### src/rtl/if_id_stage.sv
`default_nettype none
// ============================================================================
// Module  : if_id_stage
// Brief   : Instruction fetch (PC, next-PC select) plus IF/ID pipeline register.
//           Optional stall/flush performance counters under IF_PERF_CNT_EN.
// Revision: 1.0 - initial release
// ============================================================================
module if_id_stage #(
    parameter logic [31:0] RESET_PC = 32'h0000_0000,
    parameter logic [31:0] NOP_INST = 32'h0000_0000
) (
    input  logic        Clk,
    input  logic        Clrn,
    input  logic        STALL,
    input  logic        Condep,
    input  logic [1:0]  Pcsrc,
    input  logic        jr,
    input  logic [31:0] BranchAddr,
    input  logic [31:0] JumpAddr,
    input  logic [31:0] JrAddr,
    input  logic [31:0] Inst,
    output logic [31:0] Iaddr,
    output logic [31:0] dPC4,
    output logic [31:0] dInst,
    output logic        dValid
`ifdef IF_PERF_CNT_EN
    ,
    output logic [31:0] StallCnt,
    output logic [31:0] FlushCnt
`endif
);

    typedef enum logic [0:0] {
        BOOT = 1'b0,
        RUN  = 1'b1
    } state_t;

    localparam logic [31:0] ALIGN_MASK = 32'hFFFF_FFFC;

    state_t      state;
    logic [31:0] pc;
    logic [31:0] pc_plus4;
    logic [31:0] npc_raw;
    logic [31:0] npc;

    assign pc_plus4 = pc + 32'd4;
    assign Iaddr    = pc;

    // jr overrides Pcsrc; codes 00 and 01 both fall through to sequential fetch
    always_comb begin
        npc_raw = pc_plus4;
        if (jr) begin
            npc_raw = JrAddr;
        end else begin
            case (Pcsrc)
                2'b10:   npc_raw = BranchAddr;
                2'b11:   npc_raw = JumpAddr;
                default: npc_raw = pc_plus4;
            endcase
        end
    end

    assign npc = npc_raw & ALIGN_MASK;

    always_ff @(posedge Clk or negedge Clrn) begin
        if (!Clrn) begin
            state  <= BOOT;
            pc     <= RESET_PC;
            dPC4   <= 32'd0;
            dInst  <= NOP_INST;
            dValid <= 1'b0;
        end else begin
            case (state)
                BOOT: begin
                    pc     <= RESET_PC;
                    dPC4   <= 32'd0;
                    dInst  <= NOP_INST;
                    dValid <= 1'b0;
                    state  <= RUN;
                end
                RUN: begin
                    if (!Condep) begin
                        // flush wins over stall: the redirect must not be lost
                        pc     <= npc;
                        dPC4   <= 32'd0;
                        dInst  <= NOP_INST;
                        dValid <= 1'b0;
                    end else if (STALL) begin
                        pc     <= npc;
                        dPC4   <= pc_plus4;
                        dInst  <= Inst;
                        dValid <= 1'b1;
                    end
                end
                default: begin
                    state <= BOOT;
                end
            endcase
        end
    end

`ifdef IF_PERF_CNT_EN
    always_ff @(posedge Clk or negedge Clrn) begin
        if (!Clrn) begin
            StallCnt <= 32'd0;
            FlushCnt <= 32'd0;
        end else if (state == RUN) begin
            if (!Condep) begin
                FlushCnt <= FlushCnt + 32'd1;
            end else if (!STALL) begin
                StallCnt <= StallCnt + 32'd1;
            end
        end
    end
`endif

endmodule
`default_nettype wire

### config.mk
export PLATFORM = sky130hd
export DESIGN_NAME = if_id_stage
export DESIGN_NICKNAME = d
export VERILOG_FILES = /design/src/rtl/if_id_stage.sv
export SDC_FILE = /design/constraint.sdc
export NUM_CORES = 1
export LEC_CHECK = 0
export ABC_CLOCK_PERIOD_IN_PS = 1900
export CAP_MARGIN = 5
export CELL_PAD_IN_SITES_DETAIL_PLACEMENT = 0
export CELL_PAD_IN_SITES_GLOBAL_PLACEMENT = 1
export CORE_UTILIZATION = 28
export CTS_BUF_LIST = sky130_fd_sc_hd__clkbuf_8
export DETAILED_ROUTE_END_ITERATION = 8
export MAX_ROUTING_LAYER = met4
export PLACE_DENSITY = 0.81
export RECOVER_POWER = 25
export SLEW_MARGIN = 30
export SYNTH_ARGS = -nofsm -noshare
export SYNTH_HDL_FRONTEND = slang
export SYNTH_SLANG_ARGS = --single-unit
### constraint.sdc
create_clock -name Clk -period 1.9 [get_ports Clk]
set_clock_uncertainty 0.05 [all_clocks]
set_input_delay 0.475 -clock Clk [delete_from_list [all_inputs] [get_ports Clk]]
set_output_delay 0.475 -clock Clk [all_outputs]
set_load 0.05 [all_outputs]
# Word-level counts from Yosys, hierarchy flattened
# Cells that the tools add are included.
[op_classes]
addsub = 1
n_eq_ne = 3
n_mux = 14
bitwise_logic = 1
[op_table]
columns = ["op", "n"]
rows = [
  ["$pmux W32 S2", 4],
  ["$mux W32", 7],
  ["$add A32 B3 Y32 const B", 1],
  ["$eq A2 B2 Y1 const B", 2],
  ["$ne A3 B3 Y1 const B", 1],
  ["$mux W1", 2],
  ["$pmux W1 S2", 1],
  ["$not A1 Y1", 1],
]
[totals]
reg_bits = 98
in_bits = 135
output_inout_bits = 97
elab_cells = 24

# Longest topological paths before layout
# Gate-level depths: netlist of run 1.
[logic_depth]
ltp_word = 6
ltp_mapped = 7
ltp_nobuf = 6

# Least setup slack after synthesis of run 1
# Ideal clock, no wire load.
[synth_timing]
path_type = "reg2reg"
start = "register pc[18] (netlist: Iaddr[18])"
end = "register pc[27] (netlist: Iaddr[27])"
arrival_ps = 2132
required_ps = 1726
path_slack_ps = -406
stages_incl_launch_ff = 7
n_path_buf = 1
synth_period_minus_slack_ps = 2306
cell_sequence = "dfrtp_1 > buf_2 > nand3_1 > or4_4 > nor3_2 > o21ai_1 > a211o_1"
[synth_via]
elab_chain_cells = 6
[synth_lines]
columns = ["element", "line_no", "rtl"]
rows = [
  ["from (decl)", "41", "logic [31:0] pc;"],
  ["from (signal assigned)", "84", "pc <= npc;"],
  ["from (signal assigned)", "89", "pc <= npc;"],
  ["$add A32 B3 Y32 *", "46", "assign pc_plus4 = pc + 32'd4;"],
  ["$pmux W32 S2 *", "55", "case (Pcsrc)"],
  ["$mux W32 *", "52", "if (jr) begin"],
  ["$mux W32", "88", "end else if (STALL) begin"],
  ["$mux W32 *", "82", "if (!Condep) begin"],
  ["$pmux W32 S2 *", "73", "case (state)"],
]
# Every way passes the cells marked *; elsewhere a longest branch is shown, timed or not. The select of a mux whose other input is x is not followed.
# A chain may end at the register's enable or synchronous reset.

# Worst setup path in the final report of run 1
[layout_timing]
start = "register pc[20] (netlist: Iaddr[20])"
end = "register pc[29] (netlist: Iaddr[29])"
# Same word-level chain as after synthesis.

==> reports/qor.yml, run 1 <==
status:
  status: "finished clean"
route:
  vias: 4984
  drt_iter0_markers: 277
  viasPerCell: 5.029
  wl_um: 17850
  dr.pass1.iters: 6
  antenna_left: 0
  wl_per_cell_um: 18.01
  drc: 0
critical_path:
  path_buf_inv: 0
  endpoint_kind: "flip-flop"
  regToRegStartpoint: "Iaddr[20]"
  reg2regPathDepth: 5
  critical_path.max_fanout: 4
  rr_endpoint: "Iaddr[29]"
  cp_cell_sequence: "nand3_4 -> or4_4 -> nor4_4 -> xnor2_2 -> o21ai_1"
  crit_type: "flip-flop to flip-flop"
  cp_data_arrival_time_ps: 2040
  startpoint_type: "flip-flop"
  rrSetupSlack_ps: 70
  worst_ep_required_time_ps: 2100
  slowest_delay_ps: 630
  crit_family: "simple AND/OR/NAND/NOR gates"
  cp_slowest_cell: "or4_4"
floorplanning:
  io_pins: 232
  coreArea_mm2: 0.01730
  die_h_um: 135.0
  initial_core_util_pct: 28.64
  rows: 48
  design.die.area_mm2: 0.01823
  die_w_um: 135.0
clock_tree:
  h-tree-depth: 3
  clk_pin_slew_ps: 90
  cts_max_path_buffers: 2
  insertion_delay_ps: 380
  cts_tree: "yes"
  root_buffer: "clkbuf_8"
  numClockSinks: 94
  cts_buffers: 9
place:
  dp_hpwl_um: 13650
  finalWeightedCongestion: 0.8442
  dpl_worst_slack_ps: -375.0
  port_buffers: 221
min_path:
  hold_end: "dPC4[28]"
  worst_hold_startpoint: "dPC4[28]"
  hold_depth: 2
  hold_class: "flip-flop to flip-flop"
synthesis:
  ys.flop_type: "dfrtp_1"
  synth.distinct_cells: 61
  synth_edf_count: 0
  async_flop_share_pct: 100.0
  synth_area_per_cell_um2: 10.05
  ys_seq_area_share_pct: 47.49
  synth_area_mm2: 0.004954
  synth_seq_cells: 94
  ys_warn_count: 0
  synth_cells: 493
global_route:
  grt_max_degree: 95
  grt_pass1_vias: 5154
  grt_first_pass_wirelength_um: 27360
  antenna_found_initial: 0
  grt_usage_pct: 20.22
  overflow: 0
sta:
  fin_crit_ps: 1835
  setup_ws_ps: 65.04
  tns_ps: 0
  slew_viol_final: 0
  rsz0062_at_grt: "true"
  worst_hold_slack_ps: 439.1
  final.period_utilization_pct: 96.58
  relSlewSlack_pct: 10.93
  fmax_mhz: 545.0
  setup_viol: 0
  finalHoldViolCount: 0
  max_slew.worst_pin.slew_ps: 1336
final_layout:
  fillers: 1635
  fin_util_pct: 46.56
  fin_nets: 897
  syn2layout_area_growth_pct: 62.59
  antenna_cells: 0
  drive_above_1_share_pct: 30.68
pwr:
  p_leak_uw: 0.003662
  p_per_area_mw_per_mm2: 596.1
  ir_drop_mv: 0.2992
flow_run:
  drv_cap: 0
## kinds of logic (layout without fill, tap and decap cells)
group | Yosys count | in the layout | share of synthesized area, %
buffers and inverters | 45 | 314 | 4.597
XOR/XNOR | 27 | 27 | 4.774
AND/OR/NAND/NOR | 133 | 134 | 14.27
adder cells (fa/ha/maj) | 1 | 1 | 0.2525
AO/OA/AOI/OAI | 162 | 162 | 22.46
flip-flops | 94 | 94 | 47.49
multiplexers | 29 | 29 | 6.012
other | 2 | 5 | 0.1516
## worst max path at each step
stage | from | endpoint | slack [ps] | cells past startpoint
finish | Iaddr[20] | Iaddr[29] | 70 | 5
global route | Iaddr[20] | Iaddr[29] | -9 | 5
CTS | Iaddr[2] | Iaddr[28] | 10 | 6
detailed placement | Condep | Iaddr[27] | -380 | 6
global placement | Condep | Iaddr[17] | -350 | 6
floorplan | Iaddr[18] | Iaddr[27] | -120 | 6
## flip-flops by register name, indices dropped and copies added, names as in the netlist
name / cells
dInst: 32
Iaddr: 30
dPC4: 30
dValid: 1
state: 1
## routing by layer
| layer | track usage, % | part of all wire (%) |
|---|---|---|
| met5 | - | 0 |
| met4 | 6.617 | 1.7 |
| met3 | 3.491 | 7.1 |
| met2 | 34.14 | 49 |
| met1 | 24.43 | 42 |
## layout by cell type (no fill, tap or decap), types with 4 or more instances in the layout
master / count
nand3_1: 12
buf_12: 16
a21oi_1: 24
nand3_4: 4
o21ai_0: 41
buf_4: 148
a211o_1: 5
inv_1: 7
conb_1: 5
a22o_1: 41
nand4_1: 12
dfrtp_2: 24
nand2_1: 55
mux2i_1: 23
o21ai_1: 8
a211oi_1: 5
mux2_2: 6
clkbuf_8: 9
clkdlybuf4s50_1: 126
a22oi_1: 8
dfrtp_1: 70
nor3_1: 9
xnor2_1: 10
xor2_1: 16
nor2_1: 12
## cell type report
type | count | area [µm²] | area share, %
repair buffers | 293 | 2713 | 33.68
multi-input cells | 358 | 2492 | 30.95
flip-flops and latches | 94 | 2382 | 29.58
well taps | 225 | 281.5 | 3.495
clock buffers | 9 | 123.9 | 1.538
clock inverters | 7 | 42.54 | 0.5282
inverters | 5 | 18.77 | 0.2330
## through the flow
| stage | instance area [µm²] | instances | power (µW) |
|---|---|---|---|
| after global placement | 7814 | 969 | 3613 |
| after CTS | 7980 | 985 | 4852 |
| after floorplan | 5056 | 496 | 2894 |
| after global routing | 8054 | 991 | 5040 |
| final | 8054 | 991 | 4801 |
| after detailed placement | 7814 | 969 | 3635 |
## power by group
part	total [µW]	internal, µW	switching (µW)
registers	2200	2100	105
logic	1400	634	768
clock network	1200	469	728
total	4800	3200	1600
## synthesized netlist by cell type (3+ instances only)
cell | n | area, µm²
dfrtp_1 | 94 | 2352
nand2_1 | 56 | 210.2
o21ai_0 | 42 | 210.2
a22o_1 | 41 | 359.1
clkbuf_1 | 26 | 97.59
a21oi_1 | 24 | 120.1
mux2i_1 | 23 | 230.2
xor2_1 | 16 | 140.1
nand3_1 | 15 | 75.07
nor2_1 | 13 | 48.80
nand4_1 | 12 | 75.07
xnor2_1 | 11 | 96.34
a22oi_1 | 9 | 67.56
nor3_1 | 9 | 45.04
o21ai_1 | 7 | 35.03
mux2_2 | 6 | 67.56
a211o_1 | 5 | 43.79
a211oi_1 | 5 | 37.54
buf_4 | 5 | 37.54
inv_1 | 5 | 18.77
and3_1 | 4 | 25.02
buf_2 | 4 | 20.02
a21o_1 | 3 | 22.52
a222oi_1 | 3 | 30.03
nor4_1 | 3 | 18.77
o21a_1 | 3 | 22.52
o221ai_1 | 3 | 26.28
## worst register-to-register path: stages (launching register included)
cell,delay [ps]
dfrtp_2,420
nand3_4,90
or4_4,630
nor4_4,290
xnor2_2,170
o21ai_1,80
## repair_timing
item,in CTS,in global routing
hold buffers,0,0
endpoints found under the setup margin,0,18
setup buffers,0,5
resized for setup,0,9
Power figures use the tool's default switching activity.
==> run 2, diff against run 1 <==
Settings changed: CELL_PAD_IN_SITES_DETAIL_PLACEMENT 0 to 1, PLACE_DENSITY 0.81 to 0.83.
==> run 2 against run 1 <==
- the run now ends with setup timing left
- routed wire length increased by 12%
- largest power group unchanged
- non-clock buffer count grew 5
- utilization is 0.56 points higher
- die area did not move
- maximum frequency is 4.3% lower
- critical path depth up 3
==> reports/qor.yml, run 2 (same netlist as run 1, synthesis figures left out) <==
place:
  port_buffers: 221
  dp_hpwl_um: 14950
  placed_area_mm2: 0.007789
  dp.cells: 969
  dpl_worst_slack_ps: -404.6
  finalWeightedCongestion: 0.8893
final_layout:
  final_common_cell: "buf_4"
  drive_above_1_share_pct: 31.78
  fillers: 1948
  regMostFlops: "dInst"
  multiInputGateArea_mm2: 0.002535
  fin_nets: 902
  final_cell_mix: "155 x buf_4, 125 x clkdlybuf4s50_1, 71 x dfrtp_1, 54 x nand2_1, 41 x a22o_1"
  final_area_mm2: 0.008152
  stdcell_count: 997
  syn2layout_area_growth_pct: 64.56
  largest_reg_flops: 32
  area.sequential_mm2: 0.002381
sta:
  max_slew.worst_pin.slew_ps: 1340
  slew_viol_final: 0
  final.period_utilization_pct: 101.0
  fin_crit_ps: 1918
  fmax_mhz: 521.3
  setup_viol: 2
  worst_hold_slack_ps: 382.7
  rsz0062_at_grt: "true"
  relSlewSlack_pct: 10.63
  setup_ws_ps: -18.40
  finalHoldViolCount: 0
critical_path:
  crit_top_cell: "buf_4"
  critical_path.max_fanout: 6
  cp_data_arrival_time_ps: 2200
  path_buf_inv: 3
  slowest_delay_ps: 440
  crit_family: "simple AND/OR/NAND/NOR gates"
  startpoint_type: "flip-flop"
  cp_cell_sequence: "nand4_1 -> buf_4 -> nor2_2 -> buf_4 -> nand2_1 -> buf_4 -> nor4_2 -> a211o_1"
  worst_ep_required_time_ps: 2180
  crit_type: "flip-flop to flip-flop"
  cp_slowest_cell: "dfrtp_2"
  endpoint_kind: "flip-flop"
pwr:
  p_switching_uw: 1718
  pwr-share-comb_pct: 28.2
  ir_drop_mv: 0.3035
  total_power_uw: 5083
  switching_share_pct: 33.79
  internal-power_uw: 3366
  p_leak_uw: 0.003725
  seqPwrFrac_pct: 43.5
  p_per_area_mw_per_mm2: 623.6
  power.clock.fraction_pct: 28.4
global_route:
  antenna_found_initial: 1
  grt_first_pass_wirelength_um: 30330
  grt_usage_pct: 22.38
  grt_max_degree: 95
  overflow: 0
  grt_pass1_vias: 5511
clock_tree:
  h-tree-depth: 3
  clk_pin_slew_ps: 100
  hold_buffers: 0
  cts_max_path_buffers: 2
  root_buffer: "clkbuf_8"
  cts_tree: "yes"
  cts_buffers: 9
  insertion_delay_ps: 380
  numClockSinks: 94
floorplanning:
  die_w_um: 135.0
  rows: 48
  coreArea_mm2: 0.01730
  io_pins: 232
  die_h_um: 135.0
  design.die.area_mm2: 0.01823
  initial_core_util_pct: 28.64
min_path:
  hold_class: "input port to flip-flop"
route:
  top_layer: "met4"
  vias: 5120
  met1Wirelength_um: 8521
  wl_met2_um: 9759
  drc: 0
  wl_per_cell_um: 20.04
  dr.pass1.iters: 5
  drt_iter0_markers: 313
  antenna_left: 0
  wl_met3_um: 1173
  wl_um: 19980
  viasPerCell: 5.135
flow_run:
  drv_cap: 0
status:
  violations: "setup timing"
  status: "finished, violations left"
## run 2: changes by cell type in the layout (fill, tap and decap cells not counted), sizes merged
cell	change
clkdlybuf4s50	-1
clkinvlp	-1
bufinv	+1
diode	+1
buf	+5
dlymetal6s2s	+1
## run 2: power by group through the flow
stage                     Combinational (µW)  Clock, µW  Sequential, µW
after floorplan                          345          0            2550
final                                   1430       1440            2210
after CTS                               1420       1470            2200
after global routing                    1510       1550            2220
after detailed placement                1410          0            2240
after global placement                  1370          0            2230
## run 2: worst register-to-register path: cells and delay by family, from the launching register on
kind,cells,cell delay [ps]
simple gates,4,670
buf+inv,3,560
flops,1,440
compound gates,1,160
## run 2: timing repair
action | 4_1_cts | 5_1_grt
setup endpoints to repair | 3 | 30
setup buffers | 1 | 9
cloned | 0 | 1
gates resized for setup | 1 | 18
pin swaps | 2 | 8
## run 2: stage by stage
stage          TNS (ps)  util [%]
2_1_floorplan    -644.1         -
3_3_place_gp     -21040     45.03
3_5_place_dp     -25410     45.03
4_1_cts          -39.70     46.26
5_1_grt          -257.2     47.13
6_report         -20.37     47.13
## run 2: layer usage
layer,global-route usage [%],up-vias
met2,36.77,208
met4,8.489,0
met1,27.45,2518
li1,-,2355
met5,-,-
met3,3.866,39
## run 2: path summary, 6_finish.rpt
kind,end,slack (ps),start,cells past startpoint
worst max-delay path,Iaddr[27],-20,Iaddr[3],8
worst max register to register,Iaddr[27],-20,Iaddr[3],8
max in group asynchronous,Iaddr[5],390,Clrn,2
worst min register to register,dPC4[28],440,dPC4[28],2
worst min-delay path,dValid,380,STALL,2
min in group asynchronous,dPC4[27],460,Clrn,2
## run 2: area by class of cell
cell class                      count  share of cell area [%]
Timing Repair Buffer              298                   33.46
Inverter                            5                  0.2302
Clock inverter                      7                  0.9977
Clock buffer                        9                   1.520
Tap cell                          225                   3.454
Sequential cell                    94                   29.21
Antenna cell                        1                 0.03070
Multi-Input combinational cell    358                   31.10
